$ cat src/rtl/vga_timing_gen.sv
// Parametrised VGA timing generator: pixel-clock-enable divider, h/v counters and a
// drawer-latency-matched sync/blank/colour stage. Optional bar pattern: VGA_TIMING_TEST_PATTERN_EN.
module vga_timing_gen #(
   parameter int H_ACTIVE = 640,
   parameter int H_FP     = 16,
   parameter int H_SYNC   = 96,
   parameter int H_BP     = 48,
   parameter int V_ACTIVE = 480,
   parameter int V_FP     = 10,
   parameter int V_SYNC   = 2,
   parameter int V_BP     = 33,
   parameter int CLK_DIV  = 2,
   parameter int HS_POL   = 0,
   parameter int VS_POL   = 0,
   parameter int COORD_W  = 10,
   parameter int COLOR_W  = 4,
   parameter int PIPE     = 1
) (
   input  logic               clk,
   input  logic               reset_n,
   output logic               pix_ce,
   output logic [COORD_W-1:0] x,
   output logic [COORD_W-1:0] y,
   output logic               isdisplayed,
   output logic               line_start,
   output logic               frame_start,
   input  logic [COLOR_W-1:0] r_in,
   input  logic [COLOR_W-1:0] g_in,
   input  logic [COLOR_W-1:0] b_in,
   input  logic               test_en,
   output logic               hsync,
   output logic               vsync,
   output logic [COLOR_W-1:0] red,
   output logic [COLOR_W-1:0] green,
   output logic [COLOR_W-1:0] blue
);

   localparam int H_TOTAL = H_ACTIVE + H_FP + H_SYNC + H_BP;
   localparam int V_TOTAL = V_ACTIVE + V_FP + V_SYNC + V_BP;
   localparam int HS_BEG  = H_ACTIVE + H_FP;
   localparam int HS_END  = HS_BEG + H_SYNC;
   localparam int VS_BEG  = V_ACTIVE + V_FP;
   localparam int VS_END  = VS_BEG + V_SYNC;
   localparam int DIV_W   = (CLK_DIV > 1) ? $clog2(CLK_DIV) : 1;
   localparam logic HS_ACT = (HS_POL != 0);
   localparam logic VS_ACT = (VS_POL != 0);
`ifdef VGA_TIMING_TEST_PATTERN_EN
   localparam int DL_W = 6;
`else
   localparam int DL_W = 3;
`endif

   if (CLK_DIV < 1) begin : g_err_div
      $error("vga_timing_gen: CLK_DIV must be >= 1");
   end
   if (PIPE < 0) begin : g_err_pipe
      $error("vga_timing_gen: PIPE must be >= 0");
   end
   if ((H_TOTAL - 1) >= (2 ** COORD_W) || (V_TOTAL - 1) >= (2 ** COORD_W)) begin : g_err_coord
      $error("vga_timing_gen: H_TOTAL-1 / V_TOTAL-1 do not fit in COORD_W");
   end

   logic [DIV_W-1:0]   div_q, div_d;
   logic [COORD_W-1:0] h_q, h_d, v_q, v_d;
   logic               hs_raw, vs_raw, de_raw;
   logic [DL_W-1:0]    dl_in, dl_out;
   logic               hsync_q, vsync_q;
   logic [COLOR_W-1:0] red_q, green_q, blue_q, r_d, g_d, b_d;

   assign pix_ce = (div_q == DIV_W'(CLK_DIV - 1));

   always_comb begin
      div_d = pix_ce ? '0 : div_q + DIV_W'(1);
      h_d   = h_q;
      v_d   = v_q;
      if (pix_ce) begin
         if (h_q == COORD_W'(H_TOTAL - 1)) begin
            h_d = '0;
            v_d = (v_q == COORD_W'(V_TOTAL - 1)) ? '0 : v_q + COORD_W'(1);
         end else begin
            h_d = h_q + COORD_W'(1);
         end
      end
   end

   always_ff @(posedge clk or negedge reset_n) begin
      if (!reset_n) begin
         div_q <= '0;
         h_q   <= '0;
         v_q   <= '0;
      end else begin
         div_q <= div_d;
         h_q   <= h_d;
         v_q   <= v_d;
      end
   end

   assign x           = h_q;
   assign y           = v_q;
   assign de_raw      = (32'(h_q) < H_ACTIVE) && (32'(v_q) < V_ACTIVE);
   assign isdisplayed = de_raw;
   assign hs_raw      = (32'(h_q) >= HS_BEG) && (32'(h_q) < HS_END);
   assign vs_raw      = (32'(v_q) >= VS_BEG) && (32'(v_q) < VS_END);
   assign line_start  = pix_ce && (h_q == '0);
   assign frame_start = pix_ce && (h_q == '0) && (v_q == '0);

`ifdef VGA_TIMING_TEST_PATTERN_EN
   if (H_ACTIVE < 8) begin : g_err_bar
      $error("vga_timing_gen: H_ACTIVE must be >= 8 for the bar pattern");
   end
   logic [2:0] bar_raw;
   // Bar index travels with hs/vs/de so it lines up with the drawer's colour.
   always_comb begin
      bar_raw = 3'd7;
      if ((32'(h_q) / (H_ACTIVE / 8)) < 7) bar_raw = 3'(32'(h_q) / (H_ACTIVE / 8));
   end
   assign dl_in = {bar_raw, de_raw, vs_raw, hs_raw};
`else
   logic unused_test_en;
   assign unused_test_en = test_en;
   assign dl_in = {de_raw, vs_raw, hs_raw};
`endif

   if (PIPE > 0) begin : g_dl
      logic [PIPE-1:0][DL_W-1:0] dl_q;
      always_ff @(posedge clk or negedge reset_n) begin
         if (!reset_n) begin
            dl_q <= '0;
         end else if (pix_ce) begin
            dl_q[0] <= dl_in;
            for (int i = 1; i < PIPE; i++) dl_q[i] <= dl_q[i-1];
         end
      end
      assign dl_out = dl_q[PIPE-1];
   end else begin : g_nodl
      assign dl_out = dl_in;
   end

   always_comb begin
      r_d = dl_out[2] ? r_in : '0;
      g_d = dl_out[2] ? g_in : '0;
      b_d = dl_out[2] ? b_in : '0;
`ifdef VGA_TIMING_TEST_PATTERN_EN
      if (test_en && dl_out[2]) begin
         r_d = {COLOR_W{dl_out[5]}};
         g_d = {COLOR_W{dl_out[4]}};
         b_d = {COLOR_W{dl_out[3]}};
      end
`endif
   end

   always_ff @(posedge clk or negedge reset_n) begin
      if (!reset_n) begin
         hsync_q <= ~HS_ACT;
         vsync_q <= ~VS_ACT;
         red_q   <= '0;
         green_q <= '0;
         blue_q  <= '0;
      end else if (pix_ce) begin
         hsync_q <= dl_out[0] ~^ HS_ACT;
         vsync_q <= dl_out[1] ~^ VS_ACT;
         red_q   <= r_d;
         green_q <= g_d;
         blue_q  <= b_d;
      end
   end

   assign hsync = hsync_q;
   assign vsync = vsync_q;
   assign red   = red_q;
   assign green = green_q;
   assign blue  = blue_q;

endmodule
$ cat config.mk
export PLATFORM = sky130hd
export DESIGN_NAME = vga_timing_gen
export DESIGN_NICKNAME = d
export VERILOG_FILES = /design/src/rtl/vga_timing_gen.sv
export SDC_FILE = /design/constraint.sdc
export NUM_CORES = 1
export LEC_CHECK = 0
export BUFFER_PORTS_ARGS = -buffer_cell sky130_fd_sc_hd__buf_2
export CAP_MARGIN = 30
export CELL_PAD_IN_SITES_DETAIL_PLACEMENT = 1
export CELL_PAD_IN_SITES_GLOBAL_PLACEMENT = 2
export CORE_AREA = 2 2 69 84
export CTS_BUF_LIST = sky130_fd_sc_hd__clkbuf_2
export DETAILED_ROUTE_END_ITERATION = 8
export DIE_AREA = 0 0 71 86
export GPL_TIMING_DRIVEN = 0
export PLACE_DENSITY = 0.9
export SLEW_MARGIN = 20
export SYNTH_ARGS = -nofsm -noshare
export SYNTH_HDL_FRONTEND = slang
export SYNTH_SLANG_ARGS = --single-unit
export TNS_END_PERCENT = 30
$ cat constraint.sdc
create_clock -name clk -period 2.93 [get_ports clk]
set_input_delay 0 -clock clk [delete_from_list [all_inputs] [get_ports clk]]
set_output_delay 0 -clock clk [all_outputs]
set_load 0.1 [all_outputs]
==> flow_summary.json <==
{
  "status": "complete, no violations",
  "synth_largest_area_cell": "dfrtp_1",
  "pin_count": 53,
  "finalCritPeriodShare": 0.890,
  "place_hpwl_um": 3150,
  "hold_violations": 0,
  "ir_drop_v": 0.000143,
  "antenna_left": 0,
  "route.final.wire_length_um": 4550,
  "io_buffers": 51,
  "rows": 29,
  "cp_data_required_time_ns": 2.93,
  "final_util": 0.444,
  "netlist-cell-type-count": 40,
  "clock-sinks": 38,
  "setup.worst_path.end_class": "primary output",
  "synth_top_area_share": 0.498,
  "finalClockSkew_ns": 0.0333,
  "synth_edf_count": 0,
  "dr.pass1.iters": 4,
  "syn-num-nets": 195,
  "avgSynthCellArea_um2": 10.3,
  "finalPower_mw": 0.893,
  "grt_max_degree": 39,
  "htreeDepth": 2,
  "final_area_um2": 2330,
  "antenna_found_initial": 0,
  "multiInputGateArea_um2": 759,
  "first_global_vias": 1505,
  "placed_cell_area_um2": 2160,
  "die_area_um2": 6110,
  "power.density_nw_per_um2": 383,
  "cts_buffers": 5,
  "grt_use_total": 0.157,
  "max_freq_mhz": 383,
  "async_reset_ff_frac": 1.00,
  "period_minus_slack_ns": 2.61,
  "worstPathMaxFanout": 4,
  "antenna_cells": 0,
  "slew_viol_final": 0,
  "final-seq-area_um2": 953,
  "area.growth.synth_to_final_pct": 28.9,
  "rsz0062_at_grt": "no",
  "tritoncts": "done",
  "cp_data_arrival_time_ns": 2.61,
  "fp.dieH_um": 86,
  "max-cap-violations": 0,
  "r2r_slack_ns": 0.85,
  "root_buffer": "clkbuf_2",
  "overflow": 0,
  "tightestPinTransition_ns": 0.862,
  "drc": 0,
  "dpl_worst_slack_ns": 0.730,
  "fill_cells": 641,
  "routed-via-count": 1570,
  "fin_ws_ns": 0.322,
  "die_width_um": 71,
  "ys_top_cells_by_area": "dfrtp_1 (50%), nand3_1 (5.5%), xnor2_1 (4.8%)",
  "clkTransAtPathRegs_ns": 0.21,
  "grt_pass1_wl_um": 7520,
  "syn_inst": 176,
  "mappedNetlistArea_um2": 1810,
  "cellLeakagePower_nw": 1.17,
  "crit_type": "register to primary output",
  "initial_core_util": 0.344,
  "vias_per_cell": 5.06,
  "hold_slack_ns": 0.181,
  "core_area_um2": 5260,
  "hold_path.class": "primary input to asynchronous set/reset pin",
  "max-slew-margin-rel": 0.425,
  "avgRoutedWirePerCell_um": 14.7,
  "gp_congestion": 0.773,
  "drt_iter0_markers": 76,
  "cts_buffer_depth": 2,
  "yosysWarningCount": 0,
  "yosysSeqAreaShare": 0.527,
  "synth-seq-cells": 38,
  "nets": 266,
  "start_kind": "register",
  "synthFlopType": "dfrtp_1",
  "drive_gt1_frac": 0.294,
  "finalSetupViolations": 0,
  "clk_latency_ns": 0.42
}
-- final cells by class --
class,instances,area share
buffer,7,0.0166
clock buffer,6,0.0129
clock inverter,2,0.00429
inverter,21,0.0338
multi-input combinational,110,0.325
sequential,38,0.409
tap,62,0.0332
timing repair buffer,64,0.165
-- where the power goes --
group          leakage (nW)  internal [mW]  switching, mW
logic                 0.659         0.0282         0.0872
clock network        0.0327         0.0598          0.181
registers             0.477          0.534        0.00400
total                  1.17          0.622          0.272
-- routing by layer --
metal / GRT usage / wire, µm
met1: 0.194 / 1980
met4: 0.0669 / 88
met5: 0 / 0
met2: 0.263 / 2280
met3: 0.0341 / 199
-- cell usage in the layout (no fill, tap or decap), types with 3 or more instances in the layout --
cell type      synthesis  layout
nor2_1                 7       7
xnor2_1               10      10
nand3_1               20      20
o21ai_0               16      16
and3_1                 4       4
dlygate4sd3_1          0      13
clkbuf_2               0       6
nor3_1                 4       3
clkbuf_1               3       3
nand2_1                6       6
and4_1                 3       3
ha_1                   4       4
nand4_1                7       7
buf_2                  1      52
dfrtp_1               36      36
inv_1                 21      21
-- path summary, 6_finish.rpt --
kind	from	endpoint	cells past startpoint
max reg2reg	x[6]	y[4]	4
min reg2reg	dl_out[0]	hsync	1
min in group clk	b_in[0]	blue[0]	4
max in group asynchronous	reset_n	x[8]	2
min	reset_n	green[0]	2
max	x[0]	frame_start	6
-- synthesized netlist by cell type, types with 3 or more instances --
master    number
nand3_1       20
clkbuf_1       3
nor3_1         4
inv_1         21
nor2_1         7
nand4_1        7
ha_1           4
and4_1         3
and3_1         4
nand2_1        6
xnor2_1       10
dfrtp_1       36
o21ai_0       16
-- registers in the layout, summed over array words and instances, names as in the netlist --
| register | cells |
|---|---|
| blue | 4 |
| dl_out | 3 |
| green | 4 |
| hsync | 1 |
| pix_ce | 1 |
| red | 4 |
| vsync | 1 |
| x | 10 |
| y | 10 |
-- worst max-delay path, cell delays in order, from the launching register on --
cell and delay (ns):
dfrtp_1 0.45, inv_1 0.10, ha_1 0.16, or4b_2 0.63
nor4_4 0.21, and4_1 0.24, buf_2 0.43
-- stage by stage --
stage	setup TNS [ns]	std cells
after floorplan	-0.841	176
after global placement	0	289
after detailed placement	0	289
after CTS	0	310
after global routing	0	310
final	0	310
-- logic make-up (layout without fill, tap and decap cells) --
group                      Yosys count  in the layout  share of synthesized area
and+or+nand+nor                     62             62                      0.202
DFF                                 38             38                      0.527
AOI/OAI and AO/OA                   28             28                     0.0947
buffers and inverters               28            100                     0.0650
xor gates and xnor gates            12             12                     0.0581
adders and majority gates            4              4                     0.0276
muxes                                4              4                     0.0263
-- what timing repair did --
item | in CTS | in global routing
buffers inserted | 0 | 0
endpoints found under the hold margin | 48 | 0
gates resized for setup | 0 | 0
hold buffers | 13 | 0
Power figures use the tool's default switching activity.
